--- src/rtl/dac_sample_pacer.sv ---
// Sample FIFO and rate pacer feeding a 10-bit DAC: buffers writer samples and
// emits one every DIV clocks with a DCLKIO strobe, power-down control and underrun flag.
module dac_sample_pacer #(
  parameter int unsigned DW          = 10,
  parameter int unsigned DEPTH       = 16,
  parameter int unsigned DIV         = 4,
  parameter int unsigned PRIME_LEVEL = 4
) (
  input  logic                     clk,
  input  logic                     rst,
  input  logic                     enable,
  input  logic [DW-1:0]            s_data,
  input  logic                     s_valid,
  output logic                     s_ready,
  output logic [DW-1:0]            dac_data,
  output logic                     dac_dclkio,
  output logic                     dac_pwrdn,
  output logic [$clog2(DEPTH):0]   fifo_level,
  output logic                     underrun,
  input  logic                     underrun_clr
);

  localparam int unsigned AW = $clog2(DEPTH);
  localparam int unsigned CW = $clog2(DIV);
  localparam logic [AW:0]   FULL_LVL  = (AW+1)'(DEPTH);
  localparam logic [AW:0]   PRIME_LVL = (AW+1)'(PRIME_LEVEL);
  localparam logic [CW-1:0] CNT_LAST  = CW'(DIV - 1);
  localparam logic [CW-1:0] CNT_HALF  = CW'(DIV / 2 - 1);

  typedef enum logic [1:0] {IDLE, PRIME, RUN} state_t;

  state_t        state;
  logic [DW-1:0] mem [DEPTH];
  logic [AW-1:0] wr_ptr;
  logic [AW-1:0] rd_ptr;
  logic [CW-1:0] cnt;
  logic          push;
  logic          pop;
  logic          fifo_empty;
  logic          wrap;
  logic          half;

  assign s_ready    = (fifo_level < FULL_LVL);
  assign push       = s_valid & s_ready;
  assign fifo_empty = (fifo_level == '0);
  // wrap marks the edge where cnt would become 0; enable is only honoured here
  assign wrap       = (state == RUN) && (cnt == CNT_LAST);
  assign half       = (state == RUN) && (cnt == CNT_HALF);
  assign pop        = wrap & enable & ~fifo_empty;

  always_ff @(posedge clk) begin
    if (push) mem[wr_ptr] <= s_data;
  end

  always_ff @(posedge clk or negedge rst) begin
    if (!rst) begin
      state      <= IDLE;
      cnt        <= '0;
      wr_ptr     <= '0;
      rd_ptr     <= '0;
      fifo_level <= '0;
      dac_data   <= '0;
      dac_dclkio <= 1'b0;
      dac_pwrdn  <= 1'b1;
      underrun   <= 1'b0;
    end else begin
      if (push) wr_ptr <= wr_ptr + 1'b1;
      if (pop)  rd_ptr <= rd_ptr + 1'b1;
      case ({push, pop})
        2'b10:   fifo_level <= fifo_level + 1'b1;
        2'b01:   fifo_level <= fifo_level - 1'b1;
        default: fifo_level <= fifo_level;
      endcase

      // Set below overrides this clear when both land on the same edge
      if (underrun_clr) underrun <= 1'b0;

      case (state)
        IDLE: begin
          dac_dclkio <= 1'b0;
          dac_pwrdn  <= 1'b1;
          if (enable) begin
            state     <= PRIME;
            dac_pwrdn <= 1'b0;
          end
        end
        PRIME: begin
          if (!enable) begin
            state     <= IDLE;
            dac_pwrdn <= 1'b1;
          end else if (fifo_level >= PRIME_LVL) begin
            state <= RUN;
            cnt   <= CNT_LAST;
          end
        end
        RUN: begin
          if (wrap) begin
            cnt        <= '0;
            dac_dclkio <= 1'b0;
            if (!enable) begin
              state     <= IDLE;
              dac_pwrdn <= 1'b1;
            end else if (fifo_empty) begin
              underrun <= 1'b1;
            end else begin
              dac_data <= mem[rd_ptr];
            end
          end else begin
            cnt <= cnt + 1'b1;
            if (half) dac_dclkio <= 1'b1;
          end
        end
        default: state <= IDLE;
      endcase
    end
  end

endmodule

--- config.mk ---
export PLATFORM = sky130hd
export DESIGN_NAME = dac_sample_pacer
export DESIGN_NICKNAME = d
export VERILOG_FILES = /design/src/rtl/dac_sample_pacer.sv
export SDC_FILE = /design/constraint.sdc
export NUM_CORES = 1
export LEC_CHECK = 0
export ABC_CLOCK_PERIOD_IN_PS = 2400
export BUFFER_PORTS_ARGS = -buffer_cell sky130_fd_sc_hd__buf_4
export CAP_MARGIN = 20
export CORE_ASPECT_RATIO = 1.4
export CORE_MARGIN = 2
export CORE_UTILIZATION = 55
export CTS_CLUSTER_SIZE = 14
export DETAILED_ROUTE_END_ITERATION = 16
export PLACE_DENSITY_LB_ADDON = 0.25
export SLEW_MARGIN = 0
export SYNTH_ARGS = -nofsm -noshare
export SYNTH_HDL_FRONTEND = slang
export SYNTH_SLANG_ARGS = --single-unit
--- constraint.sdc ---
create_clock -name clk -period 2.4 [get_ports clk]
set_input_delay 0 -clock clk [delete_from_list [all_inputs] [get_ports clk]]
set_output_delay 0 -clock clk [all_outputs]
set_load 0.005 [all_outputs]
# Word-level counts from Yosys, hierarchy flattened

Memory sizes are Yosys's and may differ from the RTL's. A register that Yosys moved wholly into a read port is not among the register bits.
Index checks and enable logic that the tools add are counted.

Register bits: 20
Bits in writable memories: 160
Bits of input ports: 15
Output and inout port bits: 19
Memories: 1

Add/subtract/negate cells: 5
Magnitude comparators: 2
Equality and inequality tests: 13
Muxes and demuxes: 25
Bitwise logic cells: 4
Reductions and logical operators: 14

Memory list:

| name | depth | bits a word | rd ports | clocked after Yosys merged registers in | wr ports | line | source |
|---|---|---|---|---|---|---|---|
| mem  | 16    | 10          | 1        | 1                                       | 1        | 33   | `logic [DW-1:0] mem [DEPTH];` |

Operator list:

| cell                  | number |
|---|---|
| $mux W2               | 8 |
| $mux W1               | 12 |
| $ne A2 B2 Y1 const B  | 5 |
| $pmux W5 S2           | 1 |
| $add A4 B1 Y4 const B | 2 |
| $reduce_and A4 Y1     | 2 |
| $eq A2 B1 Y1 const B  | 3 |
| $eq A2 B2 Y1 const B  | 3 |
| $ne A3 B3 Y1 const B  | 2 |
| $pmux W2 S3           | 1 |
| $reduce_bool A2 Y1    | 3 |
| $add A5 B1 Y5 const B | 1 |
| $ge A5 B3 Y1 const B  | 1 |
| $logic_not A5 Y1      | 1 |
| $lt A5 B5 Y1 const B  | 1 |
| $sub A5 B1 Y5 const B | 1 |
| $pmux W2 S2           | 1 |
| $reduce_and A2 Y1     | 2 |
| $and A1 B1 Y1         | 3 |
| $pmux W1 S3           | 1 |
| $reduce_and A3 Y1     | 1 |
| $reduce_bool A3 Y1    | 1 |
| $add A2 B1 Y2 const B | 1 |
| $logic_and A1 B1 Y1   | 2 |
| other kinds (4)       | 4 |

# Longest topological paths before layout

Word-level depth: 6
Depth in mapped cells: 13

# Worst setup path after synthesis

OpenSTA, ideal clock, no wires.

Kind: reg-to-reg
From: register fifo_level[3]
To: register fifo_level[4]
Arrival: 2.250 ns
Data required time: 2.277 ns
Setup slack: 0.027 ns
Stages on the path, launching flop included: 12
Cell sequence: dfrtp_1 > nor3_1 > a21o_1 > inv_2 > ha_1 > clkbuf_1 > xor2_1 > ha_1 > and3b_1 > o21ai_0 > a21oi_1 > xnor2_1

Word-level cells in the longest chain between the ends: 5

RTL lines:

| item                                                     | line | source |
|---|---|---|
| start, declared                                          | 18   | `output logic [$clog2(DEPTH):0] fifo_level,` |
| start signal, assigned                                   | 70   | `2'b10: fifo_level <= fifo_level + 1'b1;` |
| start signal, assigned                                   | 71   | `2'b01: fifo_level <= fifo_level - 1'b1;` |
| start signal, assigned                                   | 72   | `default: fifo_level <= fifo_level;` |
| $logic_not A5 Y1 (*)                                     | 45   | `assign fifo_empty = (fifo_level == '0);` |
| $not A1 Y1 (no line) (*)                                 | -    |  |
| $and A1 B1 Y1 (*)                                        | 49   | `assign pop = wrap & enable & ~fifo_empty;` |
| net pop                                                  | 38   | `logic pop;` |
| $eq A2 B1 Y1 / $eq A2 B2 Y1 (equally long branches)      | 69   | `case ({push, pop})` |
| $pmux W5 S2 / $reduce_bool A2 Y1 (equally long branches) | -    |  |

The timed path passes the listed nets; every way through them passes the cells marked *.
A chain may end at the register's enable or synchronous reset.

# Worst setup path after layout

From: register state[0]
To: register fifo_level[4]

Word-level cells in the longest chain between the ends: 6

RTL lines:

| item                                                     | line | source |
|---|---|---|
| start, declared                                          | 32   | `state_t state;` |
| start signal, assigned                                   | 57   | `state <= IDLE;` |
| start signal, assigned                                   | 83   | `state <= PRIME;` |
| start signal, assigned                                   | 89   | `state <= IDLE;` |
| $eq A2 B2 Y1 (*)                                         | 47   | `assign wrap = (state == RUN) && (cnt == CNT_LAST);` |
| $logic_and A1 B1 Y1 (*)                                  | 47   |  |
| $and A1 B1 Y1 (*) (2 in a row)                           | 49   |  |
| net pop                                                  | 38   |  |
| $eq A2 B1 Y1 / $eq A2 B2 Y1 (equally long branches)      | 69   |  |
| $pmux W5 S2 / $reduce_bool A2 Y1 (equally long branches) | -    |  |

Marked as above.

==> results.tsv <==
stage	metric	value	unit
outcome	status	complete, no violations	
die	die area	15100	um^2
setup_path	Worst Setup Path Type	flip-flop to flip-flop	
place	DP Worst Slack	159	ps
routing	final routed DRC violation total	0	
setup_path	slowest stage delay, CP	400	ps
synth	post-synth top area share	62.0	%
synth	most common cell in the netlist	edfxtp_1	
setup_path	R2R depth	12	
layout	nets@finish	515	
flow_run	number of max-cap violations	0	
sta	Worst slew margin	42.1	%
hold_path	HP Class	input port to async pin	
sta	fmax	449	MHz
routing	DR WL/cell	21.2	um
setup_path	crit path from	state[0]$_DFFE_PN0P_	
clocking	Skew-Pair Late Insertion Delay	430	ps
sta	crit share post-route	92.9	%
setup_path	CP Buf/Inv Count	2	
die	I/O pin total	34	
global_routing	first-pass GRT wire length	22.8	mm
synth	Synth top cells by count	edfxtp_1 (160), mux4_2 (37), dfrtp_1 (29)	
die	core area	13800	um^2
power	Leakage	3.25	nW
layout	proportion of layout cells with a drive suffix above 1	27.0	%
power	worst IR drop on VDD	0.548	mV
global_routing	pin count of the biggest net entering global routing	34	
setup_path	CP required	2750	ps
setup_path	Crit-path slowest cell	dfrtp_1	
global_routing	grt ovf	0	
sta	Worst Max-Slew Pin Slew	868	ps
synth	Main synth FF type	edfxtp_1	
global_routing	number of global-route vias before repair	4149	
clocking	CTS tree	built	
setup_path	startpoint types	flip-flop	
place	PortBufs	33	
routing	met2 wire length	7.81	mm
routing	initial DRC count	289	
setup_path	Critical Path Sink Type	flip-flop	
sta	worst setup margin	171	ps
routing	met1 WL	5.93	mm
layout	synthesis-to-layout area growth	16.9	%
sta	Setup TNS	0	ps
setup_path	CP Depth	12	
place	post-DP HPWL	9.15	mm
synth	number of flops mapped to enable cells by yosys	160	
setup_path	Largest delay share family, worst path	adder cells	
global_routing	total track usage	20.8	%
layout	number of diodes	0	
synth	Mapped Cells	414	
clocking	clk slew on worst S/H paths	70	ps
layout	final core occ	65.5	%
setup_path	Crit Path Max Fanout	5	
setup_path	Worst R2R Start	state[0]$_DFFE_PN0P_	
sta	endpoints failing hold	0	
die	die height	145	um
die	Rows	51	
sta	Final setup violation count	0	
die	chip width	104	um
sta	final hold slack	56.7	ps
clocking	maximum level of the CTS H-tree	4	
synth	FF+latch count, synth	190	
die	Initial Utilization	56.0	%
power	PwrDens	1010	nW/um^2
synth	ranking of synthesized cells by area	edfxtp_1 (62%), mux4_2 (11%), dfrtp_1 (9.4%)	
routing	ANT nets after route	0	
place	global placement routability congestion	0.811	
clocking	CTS buffer count	17	
clocking	root buffer cell	clkbuf_16	
routing	Detailed Routing Iterations Pass 1	5	
sta	post-layout minimum cycle time	2230	ps
synth	register area share after synthesis	71.7	%
routing	Vias	3995	
clocking	clk buf depth	2	
synth	Syn. warnings	0	
global_routing	initial antenna violation count	0	
sta	Slew Viols, Final	0	
setup_path	most frequent cell on the critical path	ha_1	
routing	WL final	14.5	mm
sta	Setup Skew	10.3	ps
synth	largest area contributor in the netlist	edfxtp_1	
setup_path	Arr. time, crit path	2580	ps
synth	synth unique cells	44	
sta	RSZ-0062 raised after global routing	false	
setup_path	crit-path cells	inv_1 > ha_1 > nand3_1 > a21o_1 > inv_2 > ha_1 > xor2_1 > ha_1 > and3b_1 > o21ai_0 > a21oi_1 > xnor2_1	
synth	average size of a mapped cell	18.7	um^2
synth	Post-Syn Nets	442	
synth	Post-Syn Area	7750	um^2
routing	met3 wire len	586	um
routing	top routing layer in use	met4	
clocking	CTS Sinks	190	
routing	vias per inst	5.83	
synth	Async S/R FF share, synth	15.8	%
[power breakdown]
part,leakage (nW),internal [mW],total (mW),switching (mW)
registers,1.81,3.83,4.11,0.279
clock network,0.283,1.40,2.73,1.33
logic,1.16,1.27,2.33,1.06
total,3.25,6.50,9.17,2.66
[layout by cell type (no fill, tap or decap), types with 10 or more instances in the layout]
cell type / synthesis / final
buf_4: 2 / 57
a22o_1: 11 / 11
dlygate4sd3_1: 0 / 13
ha_1: 13 / 12
nor2b_1: 13 / 13
nor2_1: 11 / 11
a21oi_1: 19 / 19
dfrtp_1: 29 / 28
clkbuf_16: 0 / 17
inv_1: 10 / 10
a211o_1: 10 / 10
mux4_2: 37 / 37
and2_1: 16 / 16
edfxtp_1: 160 / 160
mux2i_1: 10 / 10
[routing by layer]
metal	vias up	global-route usage [%]
met4	0	7.25
met5	-	0
met1	2074	25.6
met2	111	36.3
li1	1792	-
met3	18	5.05
[cell families after synthesis]
family	after synthesis	synth area share (%)
AOI/OAI and AO/OA	56	4.95
xor gates and xnor gates	13	1.47
adders and majority gates	13	2.10
buffers and inverters	30	2.29
DFF	190	71.7
muxes	51	13.2
and+or+nand+nor	61	4.34
[worst register-to-register path, cell delays in order, from the launching register on]
cell and delay (ps):
dfrtp_1 400, inv_1 100, ha_1 170, nand3_1 110
a21o_1 190, inv_2 90, ha_1 180, xor2_1 160
ha_1 200, and3b_1 170, o21ai_0 70, a21oi_1 180
xnor2_1 140
[registers in the layout, indices dropped and copies added, names as in the netlist]
register / cells
fifo_level: 5
wr_ptr: 4
rd_ptr: 4
mem: 160
dac_data: 10
underrun: 1
dac_pwrdn: 1
state: 2
dac_dclkio: 1
cnt: 2
[per-stage QoR]
| step | power [mW] | cell area [um^2] | std cells |
|---|---|---|---|
| floorplan | 5.79 | 7750 | 414 |
| global placement | 6.41 | 8340 | 640 |
| detailed placement | 6.51 | 8340 | 640 |
| CTS | 9.26 | 9060 | 685 |
| global route | 9.59 | 9070 | 685 |
| finish | 9.17 | 9070 | 685 |
[final timing paths]
path,endpoint,slack (ps)
max,fifo_level[4]$_DFFE_PN0P_,170
min,fifo_level[2]$_DFFE_PN0P_,60
max reg2reg,fifo_level[4]$_DFFE_PN0P_,170
min reg2reg,dac_data[6]$_DFFE_PN0P_,510
max in group asynchronous,rd_ptr[0]$_DFFE_PN0P_,2010
min in group clk,wr_ptr[1]$_DFFE_PN0P_,190
[what timing repair did]
item / CTS / global route
hold endpoints to repair: 193 / 0
setup endpoints to repair: 0 / 2
buffers inserted: 0 / 0
hold buffers: 13 / 0
resized for setup: 0 / 1
[final cells by class]
cell class                      instances  area, um^2
Clock buffer                           17         425
Clock inverter                         15         169
Fill cell                             931        4780
Inverter                               11        41.3
Multi-Input combinational cell        194        2020
Sequential cell                       190        5560
Tap cell                              185         231
Timing Repair Buffer                   73         618
No activity file was read; power rests on OpenSTA's default activity.
